## src/rtl/fib_arb_pkg.sv

```systemverilog
// Shared types and constants for the fibonacci-engine arbiter.
package fib_arb_pkg;

    typedef enum logic [1:0] {
        IDLE  = 2'd0,
        ISSUE = 2'd1,
        BUSY  = 2'd2,
        RESP  = 2'd3
    } state_t;

    typedef logic [15:0] fib_word_t;

    // F(24) = 46368 is the largest fibonacci number that fits in 16 bits.
    localparam int FIB_MAX_N_16B = 24;

    function automatic int id_width(input int n);
        return (n > 1) ? $clog2(n) : 1;
    endfunction

endpackage

```

## src/rtl/rr_picker.sv

```systemverilog
// Combinational round-robin picker: first set request at or after ptr (mod NREQ),
// returned as a one-hot grant plus its binary index.
module rr_picker
    import fib_arb_pkg::*;
#(
    parameter int NREQ = 4,
    parameter int IDW  = id_width(NREQ)
) (
    input  logic [NREQ-1:0] req_i,
    input  logic [IDW-1:0]  ptr_i,
    output logic [NREQ-1:0] gnt_o,
    output logic [IDW-1:0]  id_o,
    output logic            any_o
);

    // One extra bit so ptr + offset can exceed NREQ before the wrap.
    logic [IDW:0]   sum;
    logic [IDW-1:0] idx;

    always_comb begin
        gnt_o = '0;
        id_o  = '0;
        any_o = 1'b0;
        sum   = '0;
        idx   = '0;
        for (int i = 0; i < NREQ; i++) begin
            sum = {1'b0, ptr_i} + (IDW+1)'(i);
            if (sum >= (IDW+1)'(NREQ)) begin
                sum = sum - (IDW+1)'(NREQ);
            end
            idx = sum[IDW-1:0];
            if (!any_o && req_i[idx]) begin
                any_o      = 1'b1;
                gnt_o[idx] = 1'b1;
                id_o       = idx;
            end
        end
    end

endmodule

```

## src/rtl/fib_arbiter.sv

```systemverilog
// Round-robin arbiter sharing one fibonacci engine among NREQ requesters, one job at a time.
// Define FIB_ARB_TIMEOUT_EN to add a BUSY-state watchdog of TIMEOUT_CYC cycles.
module fib_arbiter
    import fib_arb_pkg::*;
#(
    parameter int NREQ        = 4,
    parameter int MAX_N       = FIB_MAX_N_16B,
    parameter int TIMEOUT_CYC = 1024
) (
    input  logic                  clk,
    input  logic                  reset_n,
    input  logic [NREQ-1:0]       req_valid,
    input  logic [NREQ-1:0][15:0] req_n,
    output logic [NREQ-1:0]       req_ready,
    output logic [NREQ-1:0]       rsp_valid,
    output fib_word_t             rsp_data,
    output logic                  rsp_err,
    output fib_word_t             fib_din,
    output logic                  fib_start,
    input  fib_word_t             fib_dout,
    input  logic                  fib_done,
    output logic                  busy,
    output state_t                dbg_state
);

    // Handshake: a request is accepted on a rising edge where req_valid[i] & req_ready[i];
    // req_ready is one-hot and only ever high in IDLE. rsp_valid is a one-cycle strobe.

    localparam int IDW = id_width(NREQ);

    state_t          state_q, state_d;
    logic [IDW-1:0]  ptr_q, ptr_d;
    logic [IDW-1:0]  id_q, id_d;
    fib_word_t       n_q, n_d;
    fib_word_t       data_q, data_d;
    logic            err_q, err_d;

    logic [NREQ-1:0] pick_gnt;
    logic [IDW-1:0]  pick_id;
    logic            pick_any;
    fib_word_t       pick_n;
    logic            timeout;

    rr_picker #(
        .NREQ (NREQ),
        .IDW  (IDW)
    ) u_picker (
        .req_i (req_valid),
        .ptr_i (ptr_q),
        .gnt_o (pick_gnt),
        .id_o  (pick_id),
        .any_o (pick_any)
    );

    assign pick_n = req_n[pick_id];

`ifdef FIB_ARB_TIMEOUT_EN
    logic [15:0] cnt_q, cnt_d;

    assign cnt_d   = (state_q == BUSY) ? cnt_q + 16'd1 : 16'd0;
    assign timeout = (cnt_q == 16'(TIMEOUT_CYC - 1));

    always_ff @(posedge clk or negedge reset_n) begin
        if (!reset_n) begin
            cnt_q <= '0;
        end else begin
            cnt_q <= cnt_d;
        end
    end
`else
    logic unused_timeout_cfg;

    assign timeout            = 1'b0;
    assign unused_timeout_cfg = ^32'(TIMEOUT_CYC);
`endif

    always_comb begin
        state_d   = state_q;
        ptr_d     = ptr_q;
        id_d      = id_q;
        n_d       = n_q;
        data_d    = data_q;
        err_d     = err_q;
        req_ready = '0;
        rsp_valid = '0;
        rsp_data  = '0;
        rsp_err   = 1'b0;
        fib_din   = '0;
        fib_start = 1'b0;

        case (state_q)
            IDLE: begin
                if (pick_any) begin
                    // Gated by reset_n so a held request cannot show ready while in reset.
                    req_ready = pick_gnt & {NREQ{reset_n}};
                    id_d      = pick_id;
                    n_d       = pick_n;
                    data_d    = '0;
                    ptr_d     = (pick_id == IDW'(NREQ - 1)) ? '0 : pick_id + IDW'(1);
                    if (pick_n > fib_word_t'(MAX_N)) begin
                        err_d   = 1'b1;
                        state_d = RESP;
                    end else begin
                        err_d   = 1'b0;
                        state_d = ISSUE;
                    end
                end
            end
            ISSUE: begin
                // fib_done is not looked at here, masking a level left over from the last job.
                fib_start = 1'b1;
                fib_din   = n_q;
                state_d   = BUSY;
            end
            BUSY: begin
                fib_din = n_q;
                if (fib_done) begin
                    data_d  = fib_dout;
                    state_d = RESP;
                end else if (timeout) begin
                    data_d  = '0;
                    err_d   = 1'b1;
                    state_d = RESP;
                end
            end
            RESP: begin
                fib_din         = n_q;
                rsp_valid[id_q] = 1'b1;
                rsp_data        = data_q;
                rsp_err         = err_q;
                state_d         = IDLE;
            end
            default: begin
                state_d = IDLE;
            end
        endcase
    end

    always_ff @(posedge clk or negedge reset_n) begin
        if (!reset_n) begin
            state_q <= IDLE;
            ptr_q   <= '0;
            id_q    <= '0;
            n_q     <= '0;
            data_q  <= '0;
            err_q   <= 1'b0;
        end else begin
            state_q <= state_d;
            ptr_q   <= ptr_d;
            id_q    <= id_d;
            n_q     <= n_d;
            data_q  <= data_d;
            err_q   <= err_d;
        end
    end

    assign busy      = (state_q != IDLE);
    assign dbg_state = state_q;

endmodule
```

## config.mk

```make
export PLATFORM = sky130hd
export DESIGN_NAME = fib_arbiter
export DESIGN_NICKNAME = d
export VERILOG_FILES = /design/src/rtl/fib_arb_pkg.sv /design/src/rtl/rr_picker.sv /design/src/rtl/fib_arbiter.sv
export SDC_FILE = /design/constraint.sdc
export NUM_CORES = 1
export LEC_CHECK = 0
export CORE_MARGIN = 5
export CORE_UTILIZATION = 30
export CTS_CLUSTER_SIZE = 40
export DETAILED_ROUTE_END_ITERATION = 16
export PLACE_DENSITY = 0.64
export SYNTH_ARGS = -nofsm -noshare
export SYNTH_HDL_FRONTEND = slang
export SYNTH_SLANG_ARGS = --single-unit
```

## constraint.sdc

```tcl
create_clock -name clk -period 5.73 [get_ports clk]
set_input_delay 1.719 -clock clk [delete_from_list [all_inputs] [get_ports clk]]
set_output_delay 1.719 -clock clk [all_outputs]
set_load 0.01 [all_outputs]
```

== Yosys cells after proc, flatten, opt, wreduce, memory -nomap -nowiden ==
Cells that the tools add are included.

* Register bits: 39
* Output and inout port bits: 45

* $add $sub $neg: 8
* Order comparisons: 16
* Eq/ne operators: 6
* Mux-type cells: 52
* Bitwise gates (word level): 4
* Reductions and logical operators: 18

{| class="wikitable"
|+ Operator list
! operator !! number
|-
| $mux W16 || 5
|-
| $bmux W16 S2 || 1
|-
| $pmux W16 S2 || 1
|-
| $mux W4 || 7
|-
| $mux W2 || 12
|-
| $lt A2 B3 Y1 const B || 6
|-
| $gt A16 B5 Y1 const B || 1
|-
| $mux W1 || 16
|-
| $or A4 B4 Y4 || 3
|-
| $demux W1 S2 || 5
|-
| $ge A2 B1 Y1 const B || 5
|-
| $ge A3 B3 Y1 const B || 3
|-
| $bmux W1 S2 || 4
|-
| $logic_and A1 B1 Y1 || 8
|-
| $pmux W2 S4 || 1
|-
| $sub A2 B1 Y2 const B || 4
|-
| $add A2 B2 Y3 const B || 2
|-
| $eq A2 B2 Y1 const B || 3
|-
| $and A4 B4 Y4 || 1
|-
| $ne A2 B2 Y1 const B || 2
|-
| $reduce_and A2 Y1 || 2
|-
| $reduce_bool A2 Y1 || 2
|-
| $add A2 B1 Y3 const B || 1
|-
| $ge A2 B3 Y1 const B || 1
|-
| 6 further kinds || 8
|}

== Longest topological paths before layout ==
* Depth in word-level cells: 20
* Gate-level depth with buffers: 13
* Gate-level depth less buffers: 10

== Cells and area by module ==
From an unflattened synthesis, not the netlist that was laid out.

* Cell total of the unflattened synthesis: 258
* Area, all modules: 2690.1 µm²

{| class="wikitable"
|+ By module, submodules not included
! module !! times used !! cells an instance !! area each (µm²) !! sequential area each (µm²)
|-
| fib_arbiter || 1 || 213 || 2268.4 || 975.9
|-
| rr_picker || 1 || 45 || 421.7 || 0.0
|}

== Worst setup path after synthesis ==
No wires, ideal clock.

* Kind: input-to-output
* Start: input req_valid[1]
* End: output req_ready[0]
* Arrival: 3267 ps
* Setup slack: 744 ps
* Stages: 7
* Path through: buf_2 mux4_1 a211oi_1 a22oi_1 nor2_1 a221oi_1 nor2_1

* Longest elaborated chain between the ends: 15
* Elaborated cells between the ends (all ways): 28
* Classes of those cells: mux: 18; bitwise: 4; reduce/logical: 6

{| class="wikitable"
|+ Ends and longest elaborated chain
! item !! line !! RTL
|-
| start, declared || fib_arbiter.sv:12 || <nowiki>input logic [NREQ-1:0] req_valid,</nowiki>
|-
| $bmux W1 S2 || rr_picker.sv:32 || <nowiki>if (!any_o && req_i[idx]) begin</nowiki>
|-
| $mux W1 (not written as such) || rr_picker.sv:32 ||
|-
| $mux W1 || rr_picker.sv:32 ||
|-
| $logic_not A1 Y1 || rr_picker.sv:32 ||
|-
| $logic_and A1 B1 Y1 || rr_picker.sv:32 ||
|-
| $mux W1 || rr_picker.sv:32 ||
|-
| $logic_not A1 Y1 || rr_picker.sv:32 ||
|-
| $logic_and A1 B1 Y1 || rr_picker.sv:32 ||
|-
| $mux W1 || rr_picker.sv:32 ||
|-
| $logic_not A1 Y1 || rr_picker.sv:32 ||
|-
| $logic_and A1 B1 Y1 || rr_picker.sv:32 ||
|-
| $mux W4 || rr_picker.sv:32 ||
|-
| $and A4 B4 Y4 || fib_arbiter.sv:95 || <nowiki>req_ready = pick_gnt & {NREQ{reset_n}};</nowiki>
|-
| $mux W4 (*) || fib_arbiter.sv:93 || <nowiki>if (pick_any) begin</nowiki>
|-
| $mux W4 (*) || fib_arbiter.sv:91 || <nowiki>case (state_q)</nowiki>
|-
| end, declared || fib_arbiter.sv:14 || <nowiki>output logic [NREQ-1:0] req_ready,</nowiki>
|}

Mark *: on every way between the ends. The rest lies on a longest branch, timed or not. The select of a mux whose other input is x is not followed.

== Worst setup path after layout ==
* Start: input req_valid[1]
* End: output req_ready[1]

Same word-level chain as after synthesis.

==> flow_summary.ini <==
[outcome]
outcome = complete, no violations

[drt]
vias = 2767
wire_per_inst_um = 14.5
drtIter0Drc = 151
drcViolationCount = 0
drt-vias-per-instance = 4.77
wirelength_um = 8390
drt-pass1-iter-count = 6
ant_nets = 0

[clock_tree]
clock_latency_ns = 0.28
htreeDepth = 2
clock_path_buffers = 2
cts_root_buffer = clkbuf_8
cts_tree = built
numClockSinks = 39
clkTransAtPathRegs_ns = 0.07
postCtsSetupBuffers = 0
cts_made_buffers = 5

[placed_design]
portBuffers = 131
routabilityCongestion = 0.769
dp_hpwl_um = 6580
placed_cells = 572

[power]
p_leak_nw = 1.88
power_frac_comb_pct = 68.4
power_frac_clock_pct = 8.4
p_seq_share_pct = 23.2
max-vdd-ir-drop_mv = 0.238
p_per_area_nw_per_um2 = 470
p_sw_mw = 0.904
finalPower_mw = 2.11
switching_share_pct = 42.9
p_int_mw = 1.20

[synth]
synth-main-ff-cell = dfrtp_1
async_reset_ff_share_pct = 100
synth_nets = 422
yosys.area.top_type_share_pct = 32.7
synth_top_area_cell = dfrtp_1
syn-cell-area_um2 = 2990
synth_warnings = 0
ys_seq_area_share_pct = 32.7
synthTopCellsByArea = dfrtp_1 33%, mux2i_1 8.4%, mux2_2 6.0%, nand2_1 5.4%, o21ai_0 5.4%
synth_cell_types = 48
ys_ff_latch = 39
synth_cells = 323
synth_edf_count = 0
syn_avg_cell_area_um2 = 9.24

[floorplan]
num_rows = 36
initial_core_util_pct = 30.7
die_area_um2 = 12000
die_w_um = 110
core_um2 = 9730
fp.dieH_um = 110
ioPinCount = 132

[timing]
rsz0062_at_grt = no
worstMarginPinSlew_ns = 1.19
min_period_over_period_pct = 96.2
hold_violations = 0
finalClockSkew_ns = 0.00341
slew_headroom_pct = 20.2
slew_violations = 0
setup-violations-final = 0
max_freq_mhz = 182
period_needed_ns = 5.51

[setup_path]
crit_arrival_ns = 3.79
slowest_delay_ns = 0.42
crit_slowest_cell = clkdlybuf4s50_1
crit_top_cell = nor2_1
regToRegSetupSlack_ns = 2.00
worstSetupStartpointType = input pin
cp.required_ns = 4.01
rr_endpoint = dbg_state[1]
r2r_cells = 10
cp-end-kind = primary output
cp_max_fo = 13
cp_num_buf_inv = 4
crit_start = req_valid[1]
crit_path_cell_trace = clkdlybuf4s50_1 > buf_4 > mux2_2 > nor2_1 > a211oi_1 > buf_4 > a22oi_1 > nor2_1 > a221oi_2 > nor2_1 > dlygate4sd2_1
path_class = input pin to primary output
path_delay_family = buffers and inverters
r2r-start = ptr_q[0]

[min_path]
hold_class = register to register
hp-start = n_q[12]
holdPathStages = 2
min_to = n_q[12]

[grt]
grt_pass1_wl_um = 13200
first_global_vias = 2801
antenna_found_initial = 0
overflow = 0
grt_use_total_pct = 13.7
grt_max_degree = 41

[finish]
layout_commonest_cell = clkdlybuf4s50_1
final_cell_mix = 126 x clkdlybuf4s50_1, 43 x nand2_1, 39 x dfrtp_1
final_nets = 545
layoutNonFillerInstCount = 580
area_delta_synth_final_pct = 50.0
antenna_cells = 0
nFillCells = 962
drive_above_1_share_pct = 11.4

[run]
drv_cap = 0
-- sequential cells by signal (all words and copies together) (netlist names) --
name / count
data_q: 16
dbg_state: 2
err_q: 1
id_q: 2
n_q: 16
ptr_q: 2
-- cell usage after synthesis, types with 2 or more instances --
cell	n
a211oi_1	2
a21oi_1	3
a221oi_1	5
a22o_1	16
a22oi_1	5
and2_1	17
buf_2	2
buf_4	2
buf_6	5
clkbuf_1	13
dfrtp_1	39
ha_1	12
inv_1	6
inv_2	2
mux2_2	16
mux2_4	2
mux2i_1	25
nand2_1	43
nand2b_1	2
nor2_1	19
nor2b_1	17
nor3_1	2
nor4_1	9
o2111ai_1	2
o21ai_0	32
o221ai_1	2
o311ai_2	2
-- worst max-delay path by stage --
| stage | slack [ns] | endpoint | depth (start not counted) |
|---|---|---|---|
| 2_1_floorplan | 0.74 | req_ready[0] | 7 |
| 3_3_place_gp | 0.11 | req_ready[2] | 9 |
| 3_5_place_dp | -0.07 | req_ready[1] | 9 |
| 4_1_cts | 0.02 | req_ready[2] | 8 |
| 5_1_grt | 0.07 | req_ready[1] | 11 |
| 6_report | 0.22 | req_ready[1] | 11 |
-- area by class of cell --
type / instances / area (um^2) / area share (%)
multi-input cells: 253 / 1850 / 41.4
well taps: 133 / 166 / 3.72
clock buffers: 7 / 76.3 / 1.70
inverters: 8 / 30.0 / 0.670
clock inverters: 1 / 5.00 / 0.112
repair buffers: 139 / 1370 / 30.6
flip-flops and latches: 39 / 976 / 21.8
-- power groups by stage --
stage | Combinational [mW] | Clock (mW) | Sequential (mW)
6_report | 1.44 | 0.176 | 0.488
5_1_grt | 1.59 | 0.199 | 0.509
4_1_cts | 1.45 | 0.187 | 0.489
3_5_place_dp | 1.43 | 0 | 0.495
3_3_place_gp | 1.42 | 0 | 0.487
2_1_floorplan | 1.00 | 0 | 0.467
-- stage by stage --
| step | TNS [ns] | area, um^2 | util, % | setup WS, ns | hold WS (ns) |
|---|---|---|---|---|---|
| finish | 0 | 4480 | 46.0 | 0.221 | 0.473 |
| CTS | 0 | 4460 | 45.8 | 0.0231 | 0.479 |
| floorplan | 0 | 2990 | - | 0.744 | 0.442 |
| global route | 0 | 4480 | 46.0 | 0.0705 | 0.505 |
| global placement | 0 | 4370 | 44.9 | 0.114 | 0.456 |
| detailed placement | -0.0696 | 4370 | 44.9 | -0.0696 | 0.463 |
-- cell families (layout without fill, tap and decap cells) --
| kind of cell | Yosys count | count (layout) | synth area share (%) |
|---|---|---|---|
| compound gates | 79 | 79 | 19.8 |
| xor+xnor | 1 | 1 | 0.293 |
| fa+ha+maj | 12 | 12 | 5.03 |
| buf+inv | 31 | 155 | 6.04 |
| flops | 39 | 39 | 32.7 |
| mux | 44 | 44 | 16.3 |
| simple gates | 117 | 117 | 19.9 |
-- layer usage --
layer	track usage, %	up-vias	wire (um)
li1	-	1407	-
met1	18.4	1239	3950
met2	21.9	115	3680
met3	3.70	6	678
met4	3.03	0	81
met5	0	-	0
-- worst register-to-register path: stages (launching register included) --
cell and delay [ns]:
dfrtp_1 0.70, inv_2 0.21, ha_1 0.50, inv_2 0.11
o2111ai_1 0.09, o2111a_2 0.96, mux2i_1 0.30, mux2_2 0.21
o311ai_2 0.15, a211oi_2 0.29, o22ai_2 0.10
-- timing repair --
action                                  4_1_cts  5_1_grt
endpoints found under the setup margin        1        3
hold buffers                                  0        0
gates resized for setup                       3        6
Note: power is estimated with default switching activity, not from simulation.
